$ cat src/rtl/mdu_ctrl_pkg.sv
// Shared MDU definitions: op codes, FSM state encoding and default datapath width.
// Combinational constants only; no latency or backpressure of its own.
package mdu_ctrl_pkg;

    localparam int MDU_WIDTH_DEF = 32;

    localparam logic [2:0] OP_MULT  = 3'd0;
    localparam logic [2:0] OP_MULTU = 3'd1;
    localparam logic [2:0] OP_DIV   = 3'd2;
    localparam logic [2:0] OP_DIVU  = 3'd3;
    localparam logic [2:0] OP_MTHI  = 3'd4;
    localparam logic [2:0] OP_MTLO  = 3'd5;

    typedef enum logic [2:0] {
        S_IDLE = 3'd0,
        S_MUL  = 3'd1,
        S_DIV  = 3'd2,
        S_FIX  = 3'd3,
        S_DONE = 3'd4
    } state_t;

endpackage

$ cat src/rtl/mdu_ctrl_iter.sv
// One radix-2 iteration: shift-add multiply step or restoring-divide step on a 2*WIDTH partial value.
// Purely combinational, zero latency; no flow control.
module mdu_iter #(
    parameter int WIDTH = 32
) (
    input  logic [2*WIDTH-1:0] i_p,
    input  logic [WIDTH-1:0]   i_d,
    input  logic               i_div,
    output logic [2*WIDTH-1:0] o_p
);

    logic [WIDTH:0]   w_acc;
    logic [WIDTH:0]   w_top;
    logic [WIDTH+1:0] w_diff;

    // Multiply: upper half accumulates (with carry), lower half holds the shrinking multiplier.
    // Divide: {remainder, dividend} shifts left; a non-borrowing trial subtract sets a quotient bit.
    always_comb begin
        w_acc  = i_p[0] ? ({1'b0, i_p[2*WIDTH-1:WIDTH]} + {1'b0, i_d})
                        : {1'b0, i_p[2*WIDTH-1:WIDTH]};
        w_top  = i_p[2*WIDTH-1:WIDTH-1];
        w_diff = {1'b0, w_top} - {2'b00, i_d};
        o_p    = {w_acc, i_p[WIDTH-1:1]};
        if (i_div) begin
            if (!w_diff[WIDTH+1]) begin
                o_p = {w_diff[WIDTH-1:0], i_p[WIDTH-2:0], 1'b1};
            end else begin
                o_p = {i_p[2*WIDTH-2:0], 1'b0};
            end
        end
    end

endmodule

$ cat src/rtl/mdu_ctrl.sv
// HI/LO multiply-divide unit: WIDTH-step iterative MULT/DIV, WIDTH+2 cycles start-to-done; MTHI/MTLO take one edge.
// Starts while busy are dropped (no queue); divider present only when MDU_DIV_EN is defined.
module mdu_ctrl
    import mdu_ctrl_pkg::*;
#(
    parameter int WIDTH = MDU_WIDTH_DEF
) (
    input  logic             i_clk,
    input  logic             i_rst,
    input  logic             i_start,
    input  logic [2:0]       i_op,
    input  logic [WIDTH-1:0] i_a,
    input  logic [WIDTH-1:0] i_b,
    output logic             o_busy,
    output logic             o_done,
    output logic [WIDTH-1:0] o_hi,
    output logic [WIDTH-1:0] o_lo,
    output logic             o_dz
);

    localparam int CW = (WIDTH > 1) ? $clog2(WIDTH) : 1;

    state_t             r_state;
    logic [CW-1:0]      r_cnt;
    logic [2*WIDTH-1:0] r_p;
    logic [WIDTH-1:0]   r_d;
    logic               r_neg_lo;
    logic               r_neg_hi;
    logic               r_is_div;
    logic               r_dz_pend;
    logic               r_busy;
    logic               r_done;
    logic               r_dz;
    logic [WIDTH-1:0]   r_hi;
    logic [WIDTH-1:0]   r_lo;
`ifdef MDU_DIV_EN
    logic [WIDTH-1:0]   r_a;
`endif

    logic               w_signed;
    logic               w_sa;
    logic               w_sb;
    logic [WIDTH-1:0]   w_a_mag;
    logic [WIDTH-1:0]   w_b_mag;
    logic               w_div_mode;
    logic [2*WIDTH-1:0] w_iter;
    logic [2*WIDTH-1:0] w_prod_fix;
    logic [WIDTH-1:0]   w_q_fix;
    logic [WIDTH-1:0]   w_r_fix;

    assign w_signed = (i_op == OP_MULT) || (i_op == OP_DIV);
    assign w_sa     = w_signed & i_a[WIDTH-1];
    assign w_sb     = w_signed & i_b[WIDTH-1];
    assign w_a_mag  = w_sa ? -i_a : i_a;
    assign w_b_mag  = w_sb ? -i_b : i_b;

`ifdef MDU_DIV_EN
    assign w_div_mode = (r_state == S_DIV);
`else
    assign w_div_mode = 1'b0;
`endif

    mdu_iter #(
        .WIDTH (WIDTH)
    ) u_iter (
        .i_p   (r_p),
        .i_d   (r_d),
        .i_div (w_div_mode),
        .o_p   (w_iter)
    );

    // Sign correction from the magnitude result; the most-negative / -1 case falls out naturally.
    assign w_prod_fix = r_neg_lo ? -r_p : r_p;
    assign w_q_fix    = r_neg_lo ? -r_p[WIDTH-1:0] : r_p[WIDTH-1:0];
    assign w_r_fix    = r_neg_hi ? -r_p[2*WIDTH-1:WIDTH] : r_p[2*WIDTH-1:WIDTH];

    always_ff @(posedge i_clk or posedge i_rst) begin
        if (i_rst) begin
            r_state   <= S_IDLE;
            r_cnt     <= '0;
            r_p       <= '0;
            r_d       <= '0;
            r_neg_lo  <= 1'b0;
            r_neg_hi  <= 1'b0;
            r_is_div  <= 1'b0;
            r_dz_pend <= 1'b0;
            r_busy    <= 1'b0;
            r_done    <= 1'b0;
            r_dz      <= 1'b0;
            r_hi      <= '0;
            r_lo      <= '0;
`ifdef MDU_DIV_EN
            r_a       <= '0;
`endif
        end else begin
            case (r_state)
                S_IDLE: begin
                    r_done <= 1'b0;
                    if (i_start) begin
                        case (i_op)
                            OP_MULT, OP_MULTU: begin
                                r_p       <= {{WIDTH{1'b0}}, w_b_mag};
                                r_d       <= w_a_mag;
                                r_neg_lo  <= w_sa ^ w_sb;
                                r_neg_hi  <= 1'b0;
                                r_is_div  <= 1'b0;
                                r_dz_pend <= 1'b0;
                                r_dz      <= 1'b0;
                                r_cnt     <= '0;
                                r_busy    <= 1'b1;
                                r_state   <= S_MUL;
                            end
                            OP_DIV, OP_DIVU: begin
                                r_p       <= {{WIDTH{1'b0}}, w_a_mag};
                                r_d       <= w_b_mag;
                                r_neg_lo  <= w_sa ^ w_sb;
                                r_neg_hi  <= w_sa;
                                r_is_div  <= 1'b1;
                                r_dz      <= 1'b0;
                                r_cnt     <= '0;
                                r_busy    <= 1'b1;
`ifdef MDU_DIV_EN
                                r_a       <= i_a;
                                if (i_b == '0) begin
                                    r_dz_pend <= 1'b1;
                                    r_state   <= S_FIX;
                                end else begin
                                    r_dz_pend <= 1'b0;
                                    r_state   <= S_DIV;
                                end
`else
                                r_dz_pend <= 1'b1;
                                r_state   <= S_FIX;
`endif
                            end
                            OP_MTHI: r_hi <= i_a;
                            OP_MTLO: r_lo <= i_a;
                            default: ;
                        endcase
                    end
                end
                S_MUL, S_DIV: begin
                    r_p   <= w_iter;
                    r_cnt <= r_cnt + 1'b1;
                    if (r_cnt == CW'(WIDTH - 1)) begin
                        r_state <= S_FIX;
                    end
                end
                S_FIX: begin
                    // Results commit here so they are visible during the DONE pulse.
                    if (r_dz_pend) begin
                        r_dz <= 1'b1;
`ifdef MDU_DIV_EN
                        r_hi <= r_a;
                        r_lo <= '1;
`endif
                    end else if (r_is_div) begin
                        r_hi <= w_r_fix;
                        r_lo <= w_q_fix;
                    end else begin
                        r_hi <= w_prod_fix[2*WIDTH-1:WIDTH];
                        r_lo <= w_prod_fix[WIDTH-1:0];
                    end
                    r_done  <= 1'b1;
                    r_state <= S_DONE;
                end
                S_DONE: begin
                    r_done  <= 1'b0;
                    r_busy  <= 1'b0;
                    r_state <= S_IDLE;
                end
                default: begin
                    r_busy  <= 1'b0;
                    r_done  <= 1'b0;
                    r_state <= S_IDLE;
                end
            endcase
        end
    end

    assign o_busy = r_busy;
    assign o_done = r_done;
    assign o_hi   = r_hi;
    assign o_lo   = r_lo;
    assign o_dz   = r_dz;

endmodule

$ cat config.mk
export PLATFORM = sky130hd
export DESIGN_NAME = mdu_ctrl
export DESIGN_NICKNAME = d
export VERILOG_FILES = /design/src/rtl/mdu_ctrl_pkg.sv /design/src/rtl/mdu_ctrl_iter.sv /design/src/rtl/mdu_ctrl.sv
export SDC_FILE = /design/constraint.sdc
export NUM_CORES = 1
export LEC_CHECK = 0
export CAP_MARGIN = 20
export CORE_MARGIN = 1.5
export CORE_UTILIZATION = 45
export CTS_BUF_LIST = sky130_fd_sc_hd__clkbuf_8
export DETAILED_ROUTE_END_ITERATION = 10
export GPL_ROUTABILITY_DRIVEN = 1
export MAX_ROUTING_LAYER = met4
export PLACE_DENSITY = 0.66
export SLEW_MARGIN = 20
export SYNTH_ARGS = -nofsm -noshare
export SYNTH_HDL_FRONTEND = slang
export SYNTH_SLANG_ARGS = --single-unit
$ cat constraint.sdc
create_clock -name i_clk -period 11.6 [get_ports i_clk]
set_input_delay 1.16 -clock i_clk [delete_from_list [all_inputs] [get_ports i_clk]]
set_output_delay 1.16 -clock i_clk [all_outputs]
set_load 0.05 [all_outputs]
==> impl_metrics.csv, run 1 <==
group,metric,value,unit
run_status,run_status,"completed",
die,die-area,27300,um^2
layout,antenna_cells,0,
synth,synth.area.top_cells,"dfrtp_1 (37%), nand2_1 (6.0%), xor2_1 (5.6%)",
sta,fin_ws,7480,ps
drt,wl_per_cell,20.8,um
die,core,26000,um^2
synth,async_flop_share,100,%
place,dpl.hpwl,28000,um
place,pre_cts_ws,7050,ps
min_path,worstHoldStart,"o_hi[5]",
synth,synthCells,1381,
die,std_cell_rows,59,
synth,syn_area_per_cell,8.58,um^2
clock_network,clockBufferDepth,2,
drt,vias,11012,
clock_network,hold_buffers,0,
sta,slew-limit-headroom,31.9,%
drt,drtAntennaViolNets,0,
power_and_ir_drop,peakVddDrop,0.191,mV
synth,synth_cell_types,60,
synth,ys.flop_type,"dfrtp_1",
place,placedCellCount,1780,
critical_path,crit_required,11950,ps
die,fp.dieW,165,um
min_path,min_path_type,"flop to flop",
grt,grt-ovfl-total,0,
drt,drtPass1Iterations,6,
drt,wirelength,37700,um
layout,fin_cells,1811,
power_and_ir_drop,powerDensity,321,nW/um^2
sta,period_needed,4120,ps
layout,area_growth,17.2,%
clock_network,root_buffer,"clkbuf_8",
sta,drv_slew,0,
synth,synth_nets,1489,
sta,worst_pin_slew,1020,ps
grt,grt_max_degree,97,
die,die_h,165,um
sta,finClkSkew,13.8,ps
synth,yosys.area.top_type_share,36.5,%
critical_path,end_kind,"flop",
synth,ys_ff_latch,173,
sta,setup_viol,0,
layout,drive_gt1_share,4.67,%
clock_network,clk_latency,470,ps
layout,nNetsFinal,1573,
synth,yosysTopAreaCell,"dfrtp_1",
job,maxCapViolations,0,
clock_network,cts_tree,"built",
grt,antenna_found_initial,0,
grt,grt_usage,28.9,%
clock_network,htreeDepth,4,
synth,ys_warn_count,0,
synth,syn_area,11900,um^2
clock_network,post_cts_resized,0,
critical_path,worstReg2RegStart,"r_p[5]",
sta,setup_tns,0,ps
critical_path,startpoint,"i_a[5]",
place,finalWeightedCongestion,0.944,
critical_path,crit_arrival,4470,ps
grt,grt_pass1_wl,58100,um
drt,drc,0,
drt,drt_iter0_markers,1164,
die,start_util,45.6,%
clock_network,clock-sinks,173,
sta,rsz0062_at_grt,"no",
drt,avgViaCountPerCell,6.08,
clock_network,cts_buffers,17,
sta,max_freq,243,MHz
grt,grt_pass1_vias,10014,
synth,synth-seq-area-share,36.5,%
critical_path,startpoint_type,"input pin",
clock_network,postCtsSetupRepairBufs,0,
synth,synth-edff-count,0,
die,boundaryPins,137,
sta,finalHoldViolations,0,
clock_network,path_clk_slew,90,ps
power_and_ir_drop,leakagePower,5.55,nW
critical_path,cp_max_fo,5,
power_and_ir_drop,finalPower,4.45,mW
place,io_buffers,136,
critical_path,critPathKind,"input pin to flop",
sta,period_share,35.5,%
==> sequential cells by signal (all words and copies together) (netlist names) <==
register / cells
o_busy: 1
o_done: 1
o_dz: 1
o_hi: 32
o_lo: 32
r_cnt: 5
r_d: 32
r_dz_pend: 1
r_neg_lo: 1
r_p: 64
r_state: 3
==> synth_stat cells (all sizes together) (14+ instances only) <==
library cell and number:
nand2 189, dfrtp 173, nor2 120, o21ai 115, xor2 76, xnor2 75, clkbuf 67, o31ai 67
a21oi 65, o221ai 49, ha 37, o21a 35, a22oi 23, mux2i 22, buf 20, o41ai 19
a21o 18, or3 18, or4 17, inv 16, nand3 16, a211oi 15, nor3 14
==> layout make-up <==
class,instances,area [um^2]
flip-flops and latches,173,4330
inverters,17,68.8
clock buffers,20,275
multi-input cells,1104,7170
repair buffers,152,1490
clock inverters,10,140
fillers,2382,12100
well taps,335,419
==> worst max-delay path, cell delays in order <==
cell and delay [ps]:
clkdlybuf4s50_1 500, or3_1 460, or4b_2 740, nor4_1 610, nand2_1 190, o31ai_1 290, xor2_1 280, o32a_1 170
o21ai_0 80
==> power breakdown <==
group	internal (mW)	total (mW)	switching, mW
Sequential	0.912	1.33	0.419
Combinational	1.09	2.66	1.57
Clock	0.228	0.461	0.233
==> final timing paths <==
kind	slack, ps	to	depth (start not counted)
max	7480	r_p[29]	9
max reg2reg	8000	o_hi[3]	9
min reg2reg	480	o_hi[5]	2
min in group asynchronous	1210	o_hi[3]	2
max in group asynchronous	8830	r_p[28]	3
min	480	o_hi[5]	2
==> metrics by stage <==
stage	utilization (%)	cell area (um^2)	hold WS [ps]
after global routing	53.4	13900	503
after floorplan	-	11900	454
after global placement	51.8	13500	461
final	53.4	13900	482
after detailed placement	51.8	13500	466
after CTS	53.4	13900	488
==> metal layers <==
layer	share of wire (%)	up-vias	global-route usage (%)
met2	40	487	38.7
met4	1.2	0	6.39
met5	0	-	-
met1	49	5267	43.6
met3	9.8	32	6.34
li1	-	5226	-
==> cell usage in the layout (no fill, tap or decap), drive strengths merged, types with 14 or more instances in the layout <==
cell type,synthesis,final
a21oi,65,65
clkdlybuf4s50,0,136
or3,18,18
a22oi,23,23
a211oi,15,15
xor2,76,76
inv,16,18
or4,17,17
ha,37,37
o41ai,19,19
o221ai,49,49
mux2i,22,22
xnor2,75,75
a21o,18,18
o21a,35,35
o21ai,115,115
nor3,14,14
nand3,16,16
nor2,120,120
buf,20,16
o31ai,67,67
dfrtp,173,173
nand2,189,189
clkbuf,67,20
==> cell families after synthesis <==
group | synth area share (%)
xor+xnor | 11.2
compound gates | 26.2
fa+ha+maj | 4.08
simple gates | 16.8
mux | 1.95
flops | 36.5
buf+inv | 3.33
Note: power is estimated with default switching activity, not from simulation.
==> run 2: changes to the inputs <==
==> constraint.sdc (replaced) <==
create_clock -name i_clk -period 4.26 [get_ports i_clk]
set_input_delay 0.426 -clock i_clk [delete_from_list [all_inputs] [get_ports i_clk]]
set_output_delay 0.426 -clock i_clk [all_outputs]
set_load 0.05 [all_outputs]
==> impl_metrics.csv, run 2 (synthesized netlist as in run 1, its figures left out) <==
group,metric,value,unit
layout,fillCellCount,2425,
sta,setup_tns,0,ps
power_and_ir_drop,powerDensity,863,nW/um^2
grt,met1_usage,44.1,%
layout,antenna_cells,0,
grt,use_met3,4.15,%
power_and_ir_drop,p_int,5.93,mW
power_and_ir_drop,peakVddDrop,0.528,mV
critical_path,cp_max_fo,7,
sta,finClkSkew,28.9,ps
clock_network,clock-sinks,173,
power_and_ir_drop,finalPower,12.0,mW
place,dpl.hpwl,28500,um
die,fp.dieW,165,um
clock_network,cts_tree,"built",
sta,drv_slew,0,
die,start_util,45.6,%
clock_network,clockBufferDepth,2,
clock_network,hold_buffers,0,
drt,wl_per_cell,20.8,um
layout,layout_commonest_cell,"nand2_1",
drt,drc,0,
place,io_buffers,136,
sta,max_freq,278,MHz
drt,wirelength,38100,um
layout,largest_register_ffs,64,
sta,setup_viol,0,
place,finalWeightedCongestion,0.980,
grt,grt_max_degree,174,
die,die_h,165,um
die,die-area,27300,um^2
sta,fin_ws,663,ps
sta,slew-limit-headroom,29.1,%
power_and_ir_drop,sw_frac_of_total,50.7,%
drt,avgViaCountPerCell,6.15,
run_status,run_status,"completed",
critical_path,critPathKind,"flop to flop",
power_and_ir_drop,leakagePower,5.59,nW
clock_network,cts_buffers,17,
power_and_ir_drop,p_switching,6.11,mW
layout,largest-register,"r_p",
drt,drt_iter0_markers,1399,
place,pre_cts_ws,432,ps
sta,worst_pin_slew,1060,ps
grt,busiest_layer,"met1",
clock_network,path_clk_slew,100,ps
critical_path,crit_required,4640,ps
drt,drtPass1Iterations,6,
die,std_cell_rows,59,
clock_network,htreeDepth,4,
layout,area_growth,17.7,%
clock_network,root_buffer,"clkbuf_8",
grt,antenna_found_initial,0,
grt,grt_pass1_wl,58500,um
sta,period_share,84.4,%
critical_path,crit_arrival,3980,ps
layout,final_cell_mix,"nand2_1 (189), dfrtp_1 (172), clkdlybuf4s50_1 (136), nor2_1 (118), o21ai_0 (113)",
grt,grt_pass1_vias,9980,
critical_path,end_kind,"flop",
power_and_ir_drop,power_frac_clock,9.0,%
min_path,min_path_type,"flop to flop",
power_and_ir_drop,power_frac_comb,62.0,%
grt,grt_usage,29.0,%
drt,drtAntennaViolNets,0,
job,maxCapViolations,0,
drt,vias,11238,
die,boundaryPins,137,
sta,finalHoldViolations,0,
critical_path,startpoint_type,"flop",
sta,period_needed,3600,ps
layout,drive_gt1_share,5.83,%
power_and_ir_drop,p_seq_share,28.9,%
grt,met2_usage,40.3,%
clock_network,clk_latency,490,ps
grt,grt-ovfl-total,0,
sta,rsz0062_at_grt,"no",
layout,final_core_util,53.7,%
clock_network,post_cts_resized,0,
layout,nNetsFinal,1589,
die,core,26000,um^2
clock_network,postCtsSetupRepairBufs,0,
run 2: cell types whose count changed in the layout (fill, tap and decap cells not counted):
cell        previous run  this run
buf_12                 0         1
buf_6                  1         0
clkbuf_8              20        17
nor2_1               119       118
nor2_2                 0         1
clkinv_4               2         5
clkinvlp_4             2         3
inv_6                  2         5
bufinv_16              3         0
buf_4                 15        31
run 2: final cells by class:
type	count	area [um^2]	share of cell area (%)
tap	335	419	3.01
multi-input combinational	1104	7170	51.4
inverter	17	67.6	0.485
sequential	173	4330	31.1
clock inverter	14	111	0.799
timing repair buffer	168	1610	11.6
clock buffer	17	234	1.68
run 2: power by group through the flow:
stage | sequential [mW] | combinational, mW | clock, mW
after global placement | 3.45 | 7.29 | 0
after global routing | 3.58 | 8.18 | 1.17
after floorplan | 4.14 | 4.54 | 0
final | 3.48 | 7.47 | 1.09
after detailed placement | 3.47 | 7.39 | 0
after CTS | 3.44 | 7.42 | 1.10
run 2: worst paths after layout:
check	from	cells after the start	slack, ps	end
setup / recovery	r_p[6]	9	660	o_hi[3]
hold / removal	o_lo[11]	2	480	o_lo[11]
setup reg to reg	r_p[6]	9	660	o_hi[3]
hold reg to reg	o_lo[11]	2	480	o_lo[11]
max in group asynchronous	i_rst	3	2880	r_d[1]
min in group asynchronous	i_rst	3	510	o_lo[4]
run 2: per-stage QoR:
stage,cells,hold slack (ps),area [um^2]
detailed placement,1797,466,13600
finish,1828,484,13900
global route,1828,499,13900
CTS,1828,488,13900
global placement,1797,461,13600
floorplan,1381,454,11900
run 2: layer usage:
layer,routed length [um],part of all wire [%],up-vias
met4,565,1.5,0
li1,-,-,5269
met5,0,0,-
met2,15900,42,525
met3,3740,9.8,43
met1,17900,47,5401
run 2: critical path, stage by stage (launching register included):
cell,delay [ps]
dfrtp_1,440
or4_1,570
or3_1,440
or3_1,500
or4_4,540
nand2b_1,280
o31ai_2,280
xnor2_1,170
nor2_1,60
o31ai_1,230
